--- config.mk ---
export PLATFORM = sky130hd
export DESIGN_NAME = mm_rd_arbiter_flat
export DESIGN_NICKNAME = d
export VERILOG_FILES = /design/src/rtl/mm_rd_arbiter_if.sv /design/src/rtl/mm_rd_arbiter.sv /design/src/flat_wrapper.sv
export SDC_FILE = /design/constraint.sdc
export NUM_CORES = 1
export LEC_CHECK = 0
export ABC_AREA = 1
export BUFFER_PORTS_ARGS = -buffer_cell sky130_fd_sc_hd__buf_2
export CORE_MARGIN = 2
export CORE_UTILIZATION = 41
export CTS_BUF_LIST = sky130_fd_sc_hd__clkbuf_2
export DETAILED_ROUTE_END_ITERATION = 7
export PLACE_DENSITY = 0.82
export SYNTH_ARGS = -nofsm -noshare
export SYNTH_HDL_FRONTEND = slang
export SYNTH_SLANG_ARGS = --single-unit
--- constraint.sdc ---
create_clock -name clock -period 2.6 [get_ports clock]
set_input_delay 0.26 -clock clock [delete_from_list [all_inputs] [get_ports clock]]
set_output_delay 0.26 -clock clock [all_outputs]
set_load 0.1 [all_outputs]
--- src/rtl/mm_rd_arbiter_if.sv ---
// mm_rd_arbiter_if: requester, memory-port and lock-status signals of the motor-memory read arbiter
interface mm_rd_arbiter_if #(
  parameter int NUM_REQ = 3,
  parameter int ADDR_W  = 12,
  parameter int DATA_W  = 32
);
  localparam int OWN_W = $clog2(NUM_REQ);
  logic [NUM_REQ-1:0]        rd_req;
  logic [NUM_REQ*ADDR_W-1:0] rd_addr;
  logic [NUM_REQ-1:0]        rd_lock;
  logic [NUM_REQ-1:0]        rd_gnt;
  logic [NUM_REQ-1:0]        rd_valid;
  logic [DATA_W-1:0]         rd_data;
  logic                      mem_rd_en;
  logic [ADDR_W-1:0]         mem_rd_addr;
  logic [DATA_W-1:0]         mem_rd_data;
  logic                      lock_active;
  logic [OWN_W-1:0]          lock_owner;
  logic                      lock_break;
  modport master (
    output rd_req, rd_addr, rd_lock, mem_rd_data,
    input  rd_gnt, rd_valid, rd_data, mem_rd_en, mem_rd_addr, lock_active, lock_owner, lock_break
  );
  modport slave (
    input  rd_req, rd_addr, rd_lock, mem_rd_data,
    output rd_gnt, rd_valid, rd_data, mem_rd_en, mem_rd_addr, lock_active, lock_owner, lock_break
  );
endinterface

--- src/rtl/mm_rd_arbiter.sv ---
// mm_rd_arbiter: round-robin arbiter for the shared motor-memory read port with a bounded bus lock
module mm_rd_arbiter #(
  parameter int NUM_REQ       = 3,
  parameter int ADDR_W        = 12,
  parameter int DATA_W        = 32,
  parameter int MAX_LOCK_GNTS = 16
) (
  input logic clock,
  input logic reset,
  mm_rd_arbiter_if.slave bus
);
  localparam int OWN_W = $clog2(NUM_REQ);
  localparam int CNT_W = $clog2(MAX_LOCK_GNTS + 1);
  typedef enum logic {UNLOCKED, LOCKED} state_t;
  state_t state;
  logic [OWN_W-1:0] rr_ptr, owner, winner, cand;
  logic [CNT_W-1:0] lock_cnt, cnt_next;
  logic [NUM_REQ-1:0] blocked, eligible, gnt;
  logic [ADDR_W-1:0] addr;
  logic held, found, acquire, brk;
  function automatic int wrap(int s);
    return s >= NUM_REQ ? s - NUM_REQ : s;
  endfunction
  // a lock only restricts arbitration while its owner keeps rd_lock high
  assign held = state == LOCKED && bus.rd_lock[owner];
  always_comb begin
    eligible = held ? bus.rd_req & (NUM_REQ'(1) << owner) : bus.rd_req;
    found = 1'b0;
    winner = '0;
    cand = '0;
    for (int k = NUM_REQ; k >= 1; k--) begin
      cand = OWN_W'(wrap(int'(rr_ptr) + k));
      if (eligible[cand]) begin
        found = 1'b1;
        winner = cand;
      end
    end
    gnt = (found && !reset) ? NUM_REQ'(1) << winner : '0;
    addr = '0;
    for (int i = 0; i < NUM_REQ; i++)
      addr = addr | (gnt[i] ? bus.rd_addr[i*ADDR_W +: ADDR_W] : '0);
  end
  assign acquire = |gnt && !held && bus.rd_lock[winner] && !blocked[winner];
  assign cnt_next = acquire ? CNT_W'(1) : lock_cnt + CNT_W'(1);
  assign brk = |gnt && (held || acquire) && cnt_next == CNT_W'(MAX_LOCK_GNTS);
  always_ff @(posedge clock or posedge reset)
    if (reset) begin
      state <= UNLOCKED;
      rr_ptr <= OWN_W'(NUM_REQ - 1);
      owner <= '0;
      lock_cnt <= '0;
      blocked <= '0;
      bus.rd_valid <= '0;
      bus.lock_break <= 1'b0;
    end else begin
      bus.rd_valid <= gnt;
      bus.lock_break <= brk;
      blocked <= (blocked & bus.rd_lock) | (brk ? gnt : '0);
      if (|gnt) rr_ptr <= winner;
      if (brk || !(held || acquire)) begin
        state <= UNLOCKED;
        owner <= '0;
        lock_cnt <= '0;
      end else if (acquire) begin
        state <= LOCKED;
        owner <= winner;
        lock_cnt <= cnt_next;
      end else if (|gnt) lock_cnt <= cnt_next;
    end
  assign bus.rd_gnt = gnt;
  assign bus.mem_rd_en = |gnt;
  assign bus.mem_rd_addr = addr;
  assign bus.rd_data = bus.mem_rd_data;
  assign bus.lock_active = state == LOCKED;
  assign bus.lock_owner = owner;
endmodule

--- src/flat_wrapper.sv ---
// flat-port wrapper written by rule: the top's interface ports become plain ports
module mm_rd_arbiter_flat 
#(
  parameter int NUM_REQ       = 3,
  parameter int ADDR_W        = 12,
  parameter int DATA_W        = 32,
  parameter int MAX_LOCK_GNTS = 16
)
  (clock, reset, bus_rd_req, bus_rd_addr, bus_rd_lock, bus_mem_rd_data, bus_rd_gnt, bus_rd_valid, bus_rd_data, bus_mem_rd_en, bus_mem_rd_addr, bus_lock_active, bus_lock_owner, bus_lock_break);
  mm_rd_arbiter_if #(.NUM_REQ(NUM_REQ), .ADDR_W(ADDR_W), .DATA_W(DATA_W)) bus_i ();
  input logic clock;
  input logic reset;
  input wire logic [$bits(bus_i.rd_req)-1:0] bus_rd_req;
  input wire logic [$bits(bus_i.rd_addr)-1:0] bus_rd_addr;
  input wire logic [$bits(bus_i.rd_lock)-1:0] bus_rd_lock;
  input wire logic [$bits(bus_i.mem_rd_data)-1:0] bus_mem_rd_data;
  output wire logic [$bits(bus_i.rd_gnt)-1:0] bus_rd_gnt;
  output wire logic [$bits(bus_i.rd_valid)-1:0] bus_rd_valid;
  output wire logic [$bits(bus_i.rd_data)-1:0] bus_rd_data;
  output wire logic [$bits(bus_i.mem_rd_en)-1:0] bus_mem_rd_en;
  output wire logic [$bits(bus_i.mem_rd_addr)-1:0] bus_mem_rd_addr;
  output wire logic [$bits(bus_i.lock_active)-1:0] bus_lock_active;
  output wire logic [$bits(bus_i.lock_owner)-1:0] bus_lock_owner;
  output wire logic [$bits(bus_i.lock_break)-1:0] bus_lock_break;
  assign bus_i.rd_req = bus_rd_req;
  assign bus_i.rd_addr = bus_rd_addr;
  assign bus_i.rd_lock = bus_rd_lock;
  assign bus_i.mem_rd_data = bus_mem_rd_data;
  assign bus_rd_gnt = bus_i.rd_gnt;
  assign bus_rd_valid = bus_i.rd_valid;
  assign bus_rd_data = bus_i.rd_data;
  assign bus_mem_rd_en = bus_i.mem_rd_en;
  assign bus_mem_rd_addr = bus_i.mem_rd_addr;
  assign bus_lock_active = bus_i.lock_active;
  assign bus_lock_owner = bus_i.lock_owner;
  assign bus_lock_break = bus_i.lock_break;
  mm_rd_arbiter #(.NUM_REQ(NUM_REQ), .ADDR_W(ADDR_W), .DATA_W(DATA_W), .MAX_LOCK_GNTS(MAX_LOCK_GNTS)) u_core (.clock(clock), .reset(reset), .bus(bus_i));
endmodule
==> run_results.csv, run 1 <==
group,metric,value,unit
run_status,status,"complete, but fails checks",
run_status,violations,"negative setup slack",
setup_path,critical_path.slowest_cell,"sky130_fd_sc_hd__dfstp_2",
sta,rsz_0062_raised_after_global_routing,"yes",
sta,post-route-period-util,108,%
logic_synthesis,synth.most_common_cell,"sky130_fd_sc_hd__nand2_1",
logic_synthesis,synth_nets,321,
final_layout,fin_nets,390,
place,pre_cts_ws,-0.273,ns
detailed_routing,route.vias.total,1853,
final_layout,fin_util,69.1,%
logic_synthesis,netlist_top_cells_area,"sky130_fd_sc_hd__dfrtp_1 (23%), sky130_fd_sc_hd__buf_4 (15%), sky130_fd_sc_hd__nand2_1 (14%)",
setup_path,startpoint_to_endpoint_class_of_the_critical_path,"flip-flop to output port",
setup_path,worstPathRequired,2.34,ns
logic_synthesis,ys_dominant_reg_cell,"sky130_fd_sc_hd__dfrtp_1",
floorplanning,placementRows,23,
sta,report.final.slew_viol_count,0,
logic_synthesis,netlist_top_cells_count,"sky130_fd_sc_hd__nand2_1 (65), sky130_fd_sc_hd__nand3_1 (39), sky130_fd_sc_hd__buf_4 (34)",
clock_tree,cts_tree,"built",
logic_synthesis,synth_warnings,0,
sta,tightestPinTransition,0.503,ns
clock_tree,number_of_buffers_created_by_cts,3,
final_layout,final_layout_size_suffix_gt1_share,64.4,%
global_routing,wire_length_of_the_first_global_routing_pass,7450,um
sta,postLayoutSetupSlackWorst,-0.212,ns
sta,final-hold-violation-count,0,
place,place_congestion,0.885,
setup_path,critical_path.reg2reg.startpoint,"u_core.rr_ptr[1]$_DFFE_PP1N_",
setup_path,crit_path_cell_trace,"inv_2 -> ha_4 -> nand4_1 -> nand2_1 -> nand2_2 -> nand2_2 -> nand2_2 -> buf_6 -> nand2_8 -> clkinvlp_4 -> nand2_2 -> nand3_4 -> buf_12",
detailed_routing,drtAntennaViolNets,0,
clock_tree,cts_num_sinks,17,
setup_path,worst-r2r-setup-slack,0.19,ns
final_layout,layout_area_overhead,61.6,%
floorplanning,area_of_the_die,0.00470,mm^2
global_routing,antenna_violations_before_repair,0,
sta,totalNegativeSetupSlack,-2.59,ns
logic_synthesis,post-synth-top-area-cell,"sky130_fd_sc_hd__dfrtp_1",
detailed_routing,post_drt_wl_per_cell,15.7,um
setup_path,timing.critical_path.mode_cell,"sky130_fd_sc_hd__nand2_2",
logic_synthesis,flops_latches_synth,17,
detailed_routing,first_iter_violations,112,
final_layout,diodes,0,
floorplanning,die_x,68.6,um
clock_tree,htree_levels,1,
floorplanning,die_h,68.6,um
setup_path,path_buf_inv,4,
place,place.port_buffers,66,
detailed_routing,drt_pass1_iterations,4,
logic_synthesis,synth_top_cell_area_share,23.4,%
clock_tree,worst_skew_pair.late_latency,0.28,ns
setup_path,cp-startpoint,"u_core.rr_ptr[1]$_DFFE_PP1N_",
clock_tree,cts_hold_buf,0,
place,dp.cells,335,
global_routing,global_route.usage.total,21.0,%
logic_synthesis,netlist_instances,241,
run,cap_viol_max_count,0,
global_routing,grt.overflow.total,0,
global_routing,grt_pass1_vias,1682,
logic_synthesis,synth-seq-area-share,25.0,%
sta,finClkSkew,0.00892,ns
setup_path,path_delay_family,"simple AND/OR/NAND/NOR gates",
final_layout,number_of_inserted_filler_cells_in_the_final_layout,282,
logic_synthesis,synth-edff-count,0,
floorplanning,io_pins,131,
logic_synthesis,ys_types,30,
detailed_routing,detail_route.vias_per_cell,5.16,
final_layout,post_layout_nonfiller_instances,359,
clock_tree,root_buffer,"sky130_fd_sc_hd__clkbuf_2",
logic_synthesis,avgSynthCellArea,7.09,um^2
sta,fmaxAchievable,356,MHz
logic_synthesis,synthArstFlopShare,100,%
detailed_routing,drc_errors,0,
setup_path,cp.arrival,2.55,ns
detailed_routing,drt_wl_total,5630,um
place,hpwl,3750,um
setup_path,critPathMaxFanout,8,
logic_synthesis,synth.cell_area,0.00171,mm^2
floorplanning,floorplan.initialDensity,42.7,%
final_layout,sequential_cell_area,435,um^2
setup_path,cp-end-kind,"output port",
floorplanning,standard_cell_core_area,0.00400,mm^2
min_path,worst_hold_path_type,"input pin to asynchronous set/reset pin",
setup_path,critical-path-max-stage-delay,0.58,ns
sta,setup_violations,15,
clock_tree,clock_pin_slew_on_the_worst_setup_and_hold_paths,0.16,ns
sta,min_period,2.81,ns
final_layout,multiInputGateArea,0.00126,mm^2
global_routing,grt_max_degree,19,
sta,max_slew_margin,66.7,%
setup_path,setup.worst_path.start_class,"flip-flop",
clock_tree,clock_tree.buffer_depth,2,
placed cells by master, fill, tap and decap left out, drive strengths merged:
cell type,instances
a21oi,2
buf,99
clkbuf,4
clkinvlp,1
dfrtp,16
dfstp,1
ha,4
inv,31
nand2,75
nand3,44
nand4,4
nor2,12
nor4,1
o21ai,5
o21bai,4
o22ai,2
o311ai,1
xor2,3
worst min-delay path, stage by stage:
cell	delay, ns
sky130_fd_sc_hd__buf_2	0.10
sky130_fd_sc_hd__inv_1	0.13
sky130_fd_sc_hd__buf_4	0.28
flip-flops by register name (all words and copies together), names as in the netlist:
signal,count
u_core.bus.rd_valid,3
u_core.bus.lock_active,1
u_core.bus.lock_break,1
u_core.bus.lock_owner,2
u_core.rr_ptr,2
u_core.lock_cnt,5
u_core.blocked,3
layer usage:
| metal | wire, um | track usage [%] |
|---|---|---|
| met1 | 2100 | 25.7 |
| met2 | 3020 | 36.5 |
| met3 | 324 | 3.08 |
| met4 | 185 | 8.75 |
| met5 | 0 | 0 |
timing repair:
| item | 4_1_cts | 5_1_grt |
|---|---|---|
| gates resized for setup | 45 | 21 |
| buffers inserted | 10 | 8 |
| setup endpoints to repair | 16 | 15 |
| pin swaps | 20 | 18 |
| cloned | 1 | 1 |
through the flow:
step,area [um^2],hold slack [ns]
finish,2760,0.0963
global route,2760,0.116
CTS,2640,0.0899
detailed placement,2340,0.409
global placement,2340,0.410
floorplan,1910,0.226
path summary, 6_finish.rpt:
path                                                  end  cells past startpoint
max                                    bus_mem_rd_addr[0]                     13
max in group asynchronous    u_core.rr_ptr[1]$_DFFE_PP1N_                      3
min reg2reg                   u_core.blocked[2]$_DFF_PP0_                      2
min                        u_core.lock_cnt[1]$_DFFE_PP0P_                      3
min in group clock            u_core.blocked[2]$_DFF_PP0_                      3
max reg2reg                u_core.lock_cnt[4]$_DFFE_PP0P_                     15
cells by family after synthesis:
| family | synth area share [%] |
|---|---|
| simple gates | 40.6 |
| buf+inv | 22.3 |
| flops | 25.0 |
| compound gates | 7.69 |
| fa+ha+maj | 2.93 |
| xor+xnor | 1.54 |
final cells by class:
class	instances	share of cell area, %
timing repair inverter	1	0.272
timing repair buffer	99	30.6
tap	50	2.26
inverter	31	4.66
sequential	17	15.8
multi-input combinational	157	45.7
clock buffer	4	0.725
Power of run 1 is not shown: default switching activity piles up to over one toggle a cycle in this logic, so the estimate is an artifact.
==> run 2, diff against run 1 <==
==> constraint.sdc (replaced) <==
create_clock -name clock -period 2.6 [get_ports clock]
set_input_delay 0.39 -clock clock [delete_from_list [all_inputs] [get_ports clock]]
set_output_delay 0.39 -clock clock [all_outputs]
set_load 0.1 [all_outputs]
==> run 2 against run 1 <==
Compared with the run above: final area grew 9.6%; via count grew 1.0%; largest cell class unchanged; non-clock buffer count grew 7; the run still ends with negative setup slack left; clock skew grew 0.022 ns.
==> run_results.csv, run 2 (synthesis gave the netlist of run 1 again) <==
group,metric,value,unit
final_layout,layout_common_cells,"sky130_fd_sc_hd__buf_2 (50), sky130_fd_sc_hd__nand2_2 (29), sky130_fd_sc_hd__nand2_1 (29)",
sta,setup_violations,16,
setup_path,setup.worst_path.start_class,"flip-flop",
place,hpwl,3660,um
sta,tightestPinTransition,0.503,ns
final_layout,final_layout_size_suffix_gt1_share,68.6,%
setup_path,startpoint_to_endpoint_class_of_the_critical_path,"flip-flop to output port",
detailed_routing,detail_route.vias_per_cell,5.13,
global_routing,grt.overflow.total,0,
floorplanning,placementRows,23,
detailed_routing,first_iter_violations,69,
clock_tree,cts_hold_buf,0,
setup_path,critical_path.slowest_cell,"sky130_fd_sc_hd__dfstp_2",
setup_path,crit_path_cell_trace,"inv_2 -> ha_4 -> nand2_1 -> nor2_1 -> nand2_2 -> nand2_2 -> nand2_2 -> nand2_4 -> buf_6 -> inv_4 -> nor2_4 -> clkbuf_16 -> nand2_2 -> nand3_4 -> buf_12",
run,cap_viol_max_count,0,
clock_tree,clock_tree.buffer_depth,2,
clock_tree,clock_pin_slew_on_the_worst_setup_and_hold_paths,0.20,ns
final_layout,post_layout_nonfiller_instances,365,
clock_tree,cts_num_sinks,17,
run_status,status,"complete, but fails checks",
sta,fmaxAchievable,320,MHz
setup_path,cp-startpoint,"u_core.rr_ptr[1]$_DFFE_PP1N_",
final_layout,number_of_inserted_filler_cells_in_the_final_layout,220,
sta,rsz_0062_raised_after_global_routing,"yes",
min_path,worst_hold_path_type,"input pin to asynchronous set/reset pin",
setup_path,critical_path.reg2reg.startpoint,"u_core.rr_ptr[1]$_DFFE_PP1N_",
final_layout,diodes,0,
floorplanning,area_of_the_die,0.00470,mm^2
sta,min_period,3.13,ns
sta,smallest_hold_slack,0.124,ns
place,dp.cells,339,
sta,postLayoutSetupSlackWorst,-0.526,ns
place,place.port_buffers,66,
setup_path,timing.critical_path.mode_cell,"sky130_fd_sc_hd__nand2_2",
setup_path,cp.arrival,2.74,ns
clock_tree,htree_levels,1,
floorplanning,io_pins,131,
final_layout,fin_util,75.7,%
setup_path,worstPathRequired,2.21,ns
detailed_routing,route.vias.total,1872,
final_layout,regMostFlops,"u_core.lock_cnt",
global_routing,antenna_violations_before_repair,0,
sta,finClkSkew,0.0305,ns
setup_path,critical-path-max-stage-delay,0.58,ns
final_layout,sequential_cell_area,435,um^2
global_routing,grt_max_degree,19,
floorplanning,floorplan.initialDensity,42.7,%
setup_path,path_delay_family,"simple AND/OR/NAND/NOR gates",
detailed_routing,drt_pass1_iterations,4,
place,placed_cell_area,0.00245,mm^2
final_layout,layout_area_overhead,77.1,%
global_routing,wire_length_of_the_first_global_routing_pass,8130,um
clock_tree,root_buffer,"sky130_fd_sc_hd__clkbuf_2",
detailed_routing,drt_wl_total,6250,um
final_layout,final_area,0.00303,mm^2
clock_tree,cts_tree,"built",
global_routing,global_route.usage.total,23.2,%
setup_path,cp-end-kind,"output port",
floorplanning,die_h,68.6,um
final_layout,fin_nets,396,
final_layout,commonest_non_fill_non_tap_cell_in_the_layout,"sky130_fd_sc_hd__buf_2",
sta,post-route-period-util,120,%
final_layout,largestRegisters,"u_core.lock_cnt (5), u_core.blocked (3), u_core.bus.rd_valid (3)",
place,place_congestion,0.859,
floorplanning,die_x,68.6,um
setup_path,path_buf_inv,5,
setup_path,critPathMaxFanout,7,
final_layout,multiInputGateArea,0.00138,mm^2
sta,final-hold-violation-count,0,
floorplanning,standard_cell_core_area,0.00400,mm^2
global_routing,grt_pass1_vias,1750,
detailed_routing,drtAntennaViolNets,0,
sta,max_slew_margin,66.7,%
detailed_routing,post_drt_wl_per_cell,17.1,um
detailed_routing,drc_errors,0,
run_status,violations,"negative setup slack",
sta,report.final.slew_viol_count,0,
clock_tree,worst_skew_pair.late_latency,0.33,ns
clock_tree,number_of_buffers_created_by_cts,3,
final_layout,largest_register_ffs,5,
## run 2: worst register-to-register path: cells and delay by family, from the launching register on
kind / cells / cell delay [ns]
simple gates: 10 / 1.18
buf+inv: 4 / 0.35
fa+ha+maj: 1 / 0.29
flops: 1 / 0.58
## run 2: cell type report
cell class / count / share of cell area (%)
Sequential cell: 17 / 14.4
Timing Repair Buffer: 106 / 33.0
Clock buffer: 4 / 0.661
Multi-Input combinational cell: 157 / 45.5
Inverter: 31 / 4.34
Tap cell: 50 / 2.07
## run 2: final timing paths
| check | slack [ns] | depth (start not counted) | to |
|---|---|---|---|
| max | -0.53 | 15 | bus_mem_rd_addr[4] |
| min | 0.12 | 3 | u_core.lock_cnt[0]$_DFFE_PP0P_ |
| max reg2reg | 0.10 | 15 | u_core.bus.lock_active$_DFFE_PP0P_ |
| min reg2reg | 0.55 | 2 | u_core.lock_cnt[1]$_DFFE_PP0P_ |
| max in group asynchronous | 2.17 | 3 | u_core.rr_ptr[1]$_DFFE_PP1N_ |
| min in group clock | 0.31 | 3 | u_core.blocked[2]$_DFF_PP0_ |
## run 2: per-layer routing
layer	wire (um)	part of all wire [%]	up-vias	GRT usage, %
met5	0	0	-	0
met4	233	3.7	0	9.50
met3	291	4.7	21	3.57
met2	3430	55	65	41.5
met1	2300	37	897	27.6
li1	-	-	889	-
## run 2: repair_timing
item                       in CTS  in global routing
gates cloned                    2                  1
setup endpoints to repair      16                 16
buffers inserted               12                  7
gates resized for setup        35                 41
pin swaps                       7                 16
## run 2: per-stage QoR
stage               worst slack, ns  setup TNS [ns]
finish                       -0.526           -7.10
global placement             -0.200           -2.64
floorplan                    -0.102          -0.893
detailed placement           -0.290           -3.83
global route                 -0.601           -8.52
CTS                          -0.351           -4.86
Power of run 2 is left out for the same reason.
==> run 3, diff against run 2 <==
SKIP_LAST_GASP = 1   (was default)
==> run 3 against run 2 <==
Compared with the run above: worst setup slack better by 0.12 ns; final area down 5.4%; flip-flop and latch count unchanged; hold slack better by 0.016 ns; the flow still finishes with violations (negative setup slack); largest cell class unchanged; register-to-register slack better by 0.04 ns; wire length down 10%; sequential share of layout area up 0.82 points; count of clock-buffer cells in the layout unchanged; via count down 0.75%; global-route usage down 1.2 points.
==> run_results.csv, run 3 (synthesis gave the netlist of run 1 again) <==
group,metric,value,unit
place,place.port_buffers,66,
floorplanning,floorplan.initialDensity,42.7,%
floorplanning,standard_cell_core_area,0.00400,mm^2
place,hpwl,3660,um
final_layout,diodes,0,
clock_tree,number_of_buffers_created_by_cts,3,
global_routing,wire_length_of_the_first_global_routing_pass,7830,um
clock_tree,root_buffer,"sky130_fd_sc_hd__clkbuf_2",
global_routing,global_route.usage.total,22.0,%
detailed_routing,first_iter_violations,93,
clock_tree,htree_levels,1,
detailed_routing,drc_errors,0,
sta,fmaxAchievable,333,MHz
sta,postLayoutSetupSlackWorst,-0.401,ns
global_routing,grt.overflow.total,0,
global_routing,grt_pass1_vias,1693,
detailed_routing,drt_wl_total,5620,um
floorplanning,io_pins,131,
final_layout,regMostFlops,"u_core.lock_cnt",
clock_tree,clock_pin_slew_on_the_worst_setup_and_hold_paths,0.19,ns
sta,report.final.slew_viol_count,0,
setup_path,worstPathRequired,2.21,ns
final_layout,commonest_non_fill_non_tap_cell_in_the_layout,"sky130_fd_sc_hd__buf_2",
detailed_routing,post_drt_wl_per_cell,15.6,um
global_routing,grt_max_degree,19,
sta,max_slew_margin,66.8,%
detailed_routing,route.vias.total,1858,
floorplanning,die_x,68.6,um
detailed_routing,drt_pass1_iterations,4,
setup_path,startpoint_to_endpoint_class_of_the_critical_path,"flip-flop to output port",
run_status,status,"complete, but fails checks",
clock_tree,worst_skew_pair.late_latency,0.32,ns
final_layout,layout_area_overhead,67.6,%
final_layout,fin_util,71.6,%
sta,final-hold-violation-count,0,
floorplanning,die_h,68.6,um
final_layout,final_layout_size_suffix_gt1_share,65.8,%
setup_path,cp.arrival,2.61,ns
run_status,violations,"negative setup slack",
run,cap_viol_max_count,0,
setup_path,cp-end-kind,"output port",
clock_tree,clock_tree.buffer_depth,2,
sta,post-route-period-util,115,%
sta,setup_violations,16,
final_layout,largestRegisters,"u_core.lock_cnt (5), u_core.blocked (3), u_core.bus.rd_valid (3)",
floorplanning,placementRows,23,
sta,finClkSkew,0.0335,ns
final_layout,number_of_inserted_filler_cells_in_the_final_layout,258,
global_routing,antenna_violations_before_repair,0,
sta,min_period,3.00,ns
detailed_routing,detail_route.vias_per_cell,5.16,
clock_tree,cts_tree,"built",
setup_path,setup.worst_path.start_class,"flip-flop",
detailed_routing,drtAntennaViolNets,0,
place,place_congestion,0.859,
setup_path,critPathMaxFanout,7,
final_layout,fin_nets,391,
final_layout,largest_register_ffs,5,
sta,rsz_0062_raised_after_global_routing,"yes",
min_path,worst_hold_path_type,"input pin to asynchronous set/reset pin",
floorplanning,area_of_the_die,0.00470,mm^2
final_layout,layout_common_cells,"sky130_fd_sc_hd__buf_2 (50), sky130_fd_sc_hd__nand2_1 (36), sky130_fd_sc_hd__nand2_2 (27)",
clock_tree,cts_num_sinks,17,
sta,tightestPinTransition,0.502,ns
[run 3: cell count changes in the layout (fill, tap and decap cells not counted), moves of 2 or more]
| cell | previous run | this run |
|---|---|---|
| sky130_fd_sc_hd__nand2_1 | 29 | 36 |
| sky130_fd_sc_hd__buf_6 | 9 | 4 |
| sky130_fd_sc_hd__inv_2 | 4 | 9 |
| sky130_fd_sc_hd__nand2_4 | 15 | 11 |
| sky130_fd_sc_hd__inv_4 | 6 | 3 |
| sky130_fd_sc_hd__inv_1 | 21 | 19 |
| sky130_fd_sc_hd__nand2_2 | 29 | 27 |
| sky130_fd_sc_hd__nand3_1 | 16 | 18 |
| sky130_fd_sc_hd__nand3_4 | 18 | 16 |
[run 3: repair_timing]
| action | in CTS | in global routing |
|---|---|---|
| buffers inserted | 12 | 4 |
| gates cloned | 2 | 0 |
| pin swaps | 7 | 9 |
| setup endpoints to repair | 16 | 16 |
| endpoints found under the hold margin | 0 | 0 |
| resized for setup | 28 | 23 |
| hold buffers | 0 | 0 |
[run 3: critical path: stages (launching register included)]
cell and delay, ns:
sky130_fd_sc_hd__dfstp_2 0.58, sky130_fd_sc_hd__inv_2 0.05, sky130_fd_sc_hd__ha_4 0.33, sky130_fd_sc_hd__inv_4 0.06, sky130_fd_sc_hd__nand3_2 0.07, sky130_fd_sc_hd__nand3_2 0.08, sky130_fd_sc_hd__nand2_4 0.12, sky130_fd_sc_hd__nand4_4 0.13
sky130_fd_sc_hd__nand2_4 0.12, sky130_fd_sc_hd__nor2_4 0.05, sky130_fd_sc_hd__nand2_2 0.09, sky130_fd_sc_hd__inv_4 0.05, sky130_fd_sc_hd__buf_12 0.12, sky130_fd_sc_hd__buf_16 0.13, sky130_fd_sc_hd__nand2_2 0.08, sky130_fd_sc_hd__nand3_4 0.08
sky130_fd_sc_hd__buf_12 0.17
[run 3: metal layers]
| layer | global-route usage (%) | part of all wire, % |
|---|---|---|
| met1 | 28.1 | 36 |
| met2 | 38.2 | 57 |
| met3 | 3.08 | 5.2 |
| met4 | 6.75 | 1.8 |
| met5 | 0 | 0 |
[run 3: path summary, 6_finish.rpt]
path / start / end / slack (ns) / cells past startpoint
hold / removal: reset / u_core.bus.lock_break$_DFF_PP0_ / 0.14 / 3
hold reg to reg: u_core.blocked[2]$_DFF_PP0_ / u_core.blocked[2]$_DFF_PP0_ / 0.54 / 2
setup reg to reg: u_core.bus.lock_owner[0]$_DFFE_PP0P_ / u_core.bus.lock_active$_DFFE_PP0P_ / 0.14 / 18
min in group clock: bus_rd_lock[2] / u_core.blocked[2]$_DFF_PP0_ / 0.33 / 3
max in group asynchronous: reset / u_core.rr_ptr[1]$_DFFE_PP1N_ / 2.15 / 3
setup / recovery: u_core.rr_ptr[1]$_DFFE_PP1N_ / bus_mem_rd_addr[8] / -0.40 / 16
[run 3: cell type report]
type	count	area (um^2)	area share, %
timing repair buffer	101	931	32.5
sequential	17	435	15.2
inverter	31	124	4.33
tap	50	62.6	2.18
multi-input combinational	157	1290	45.1
clock buffer	4	20.0	0.699
[run 3: metrics by stage]
stage | setup WS (ns) | hold WS [ns] | instance area (um^2) | setup TNS [ns] | instances
after floorplan | -0.102 | 0.356 | 1980 | -0.893 | 241
after global placement | -0.200 | 0.470 | 2450 | -2.64 | 339
after detailed placement | -0.290 | 0.487 | 2450 | -3.83 | 339
after CTS | -0.351 | 0.162 | 2770 | -4.91 | 357
after global routing | -0.527 | 0.165 | 2860 | -7.68 | 360
final | -0.401 | 0.140 | 2860 | -5.62 | 360
Power of run 3 is left out for the same reason.
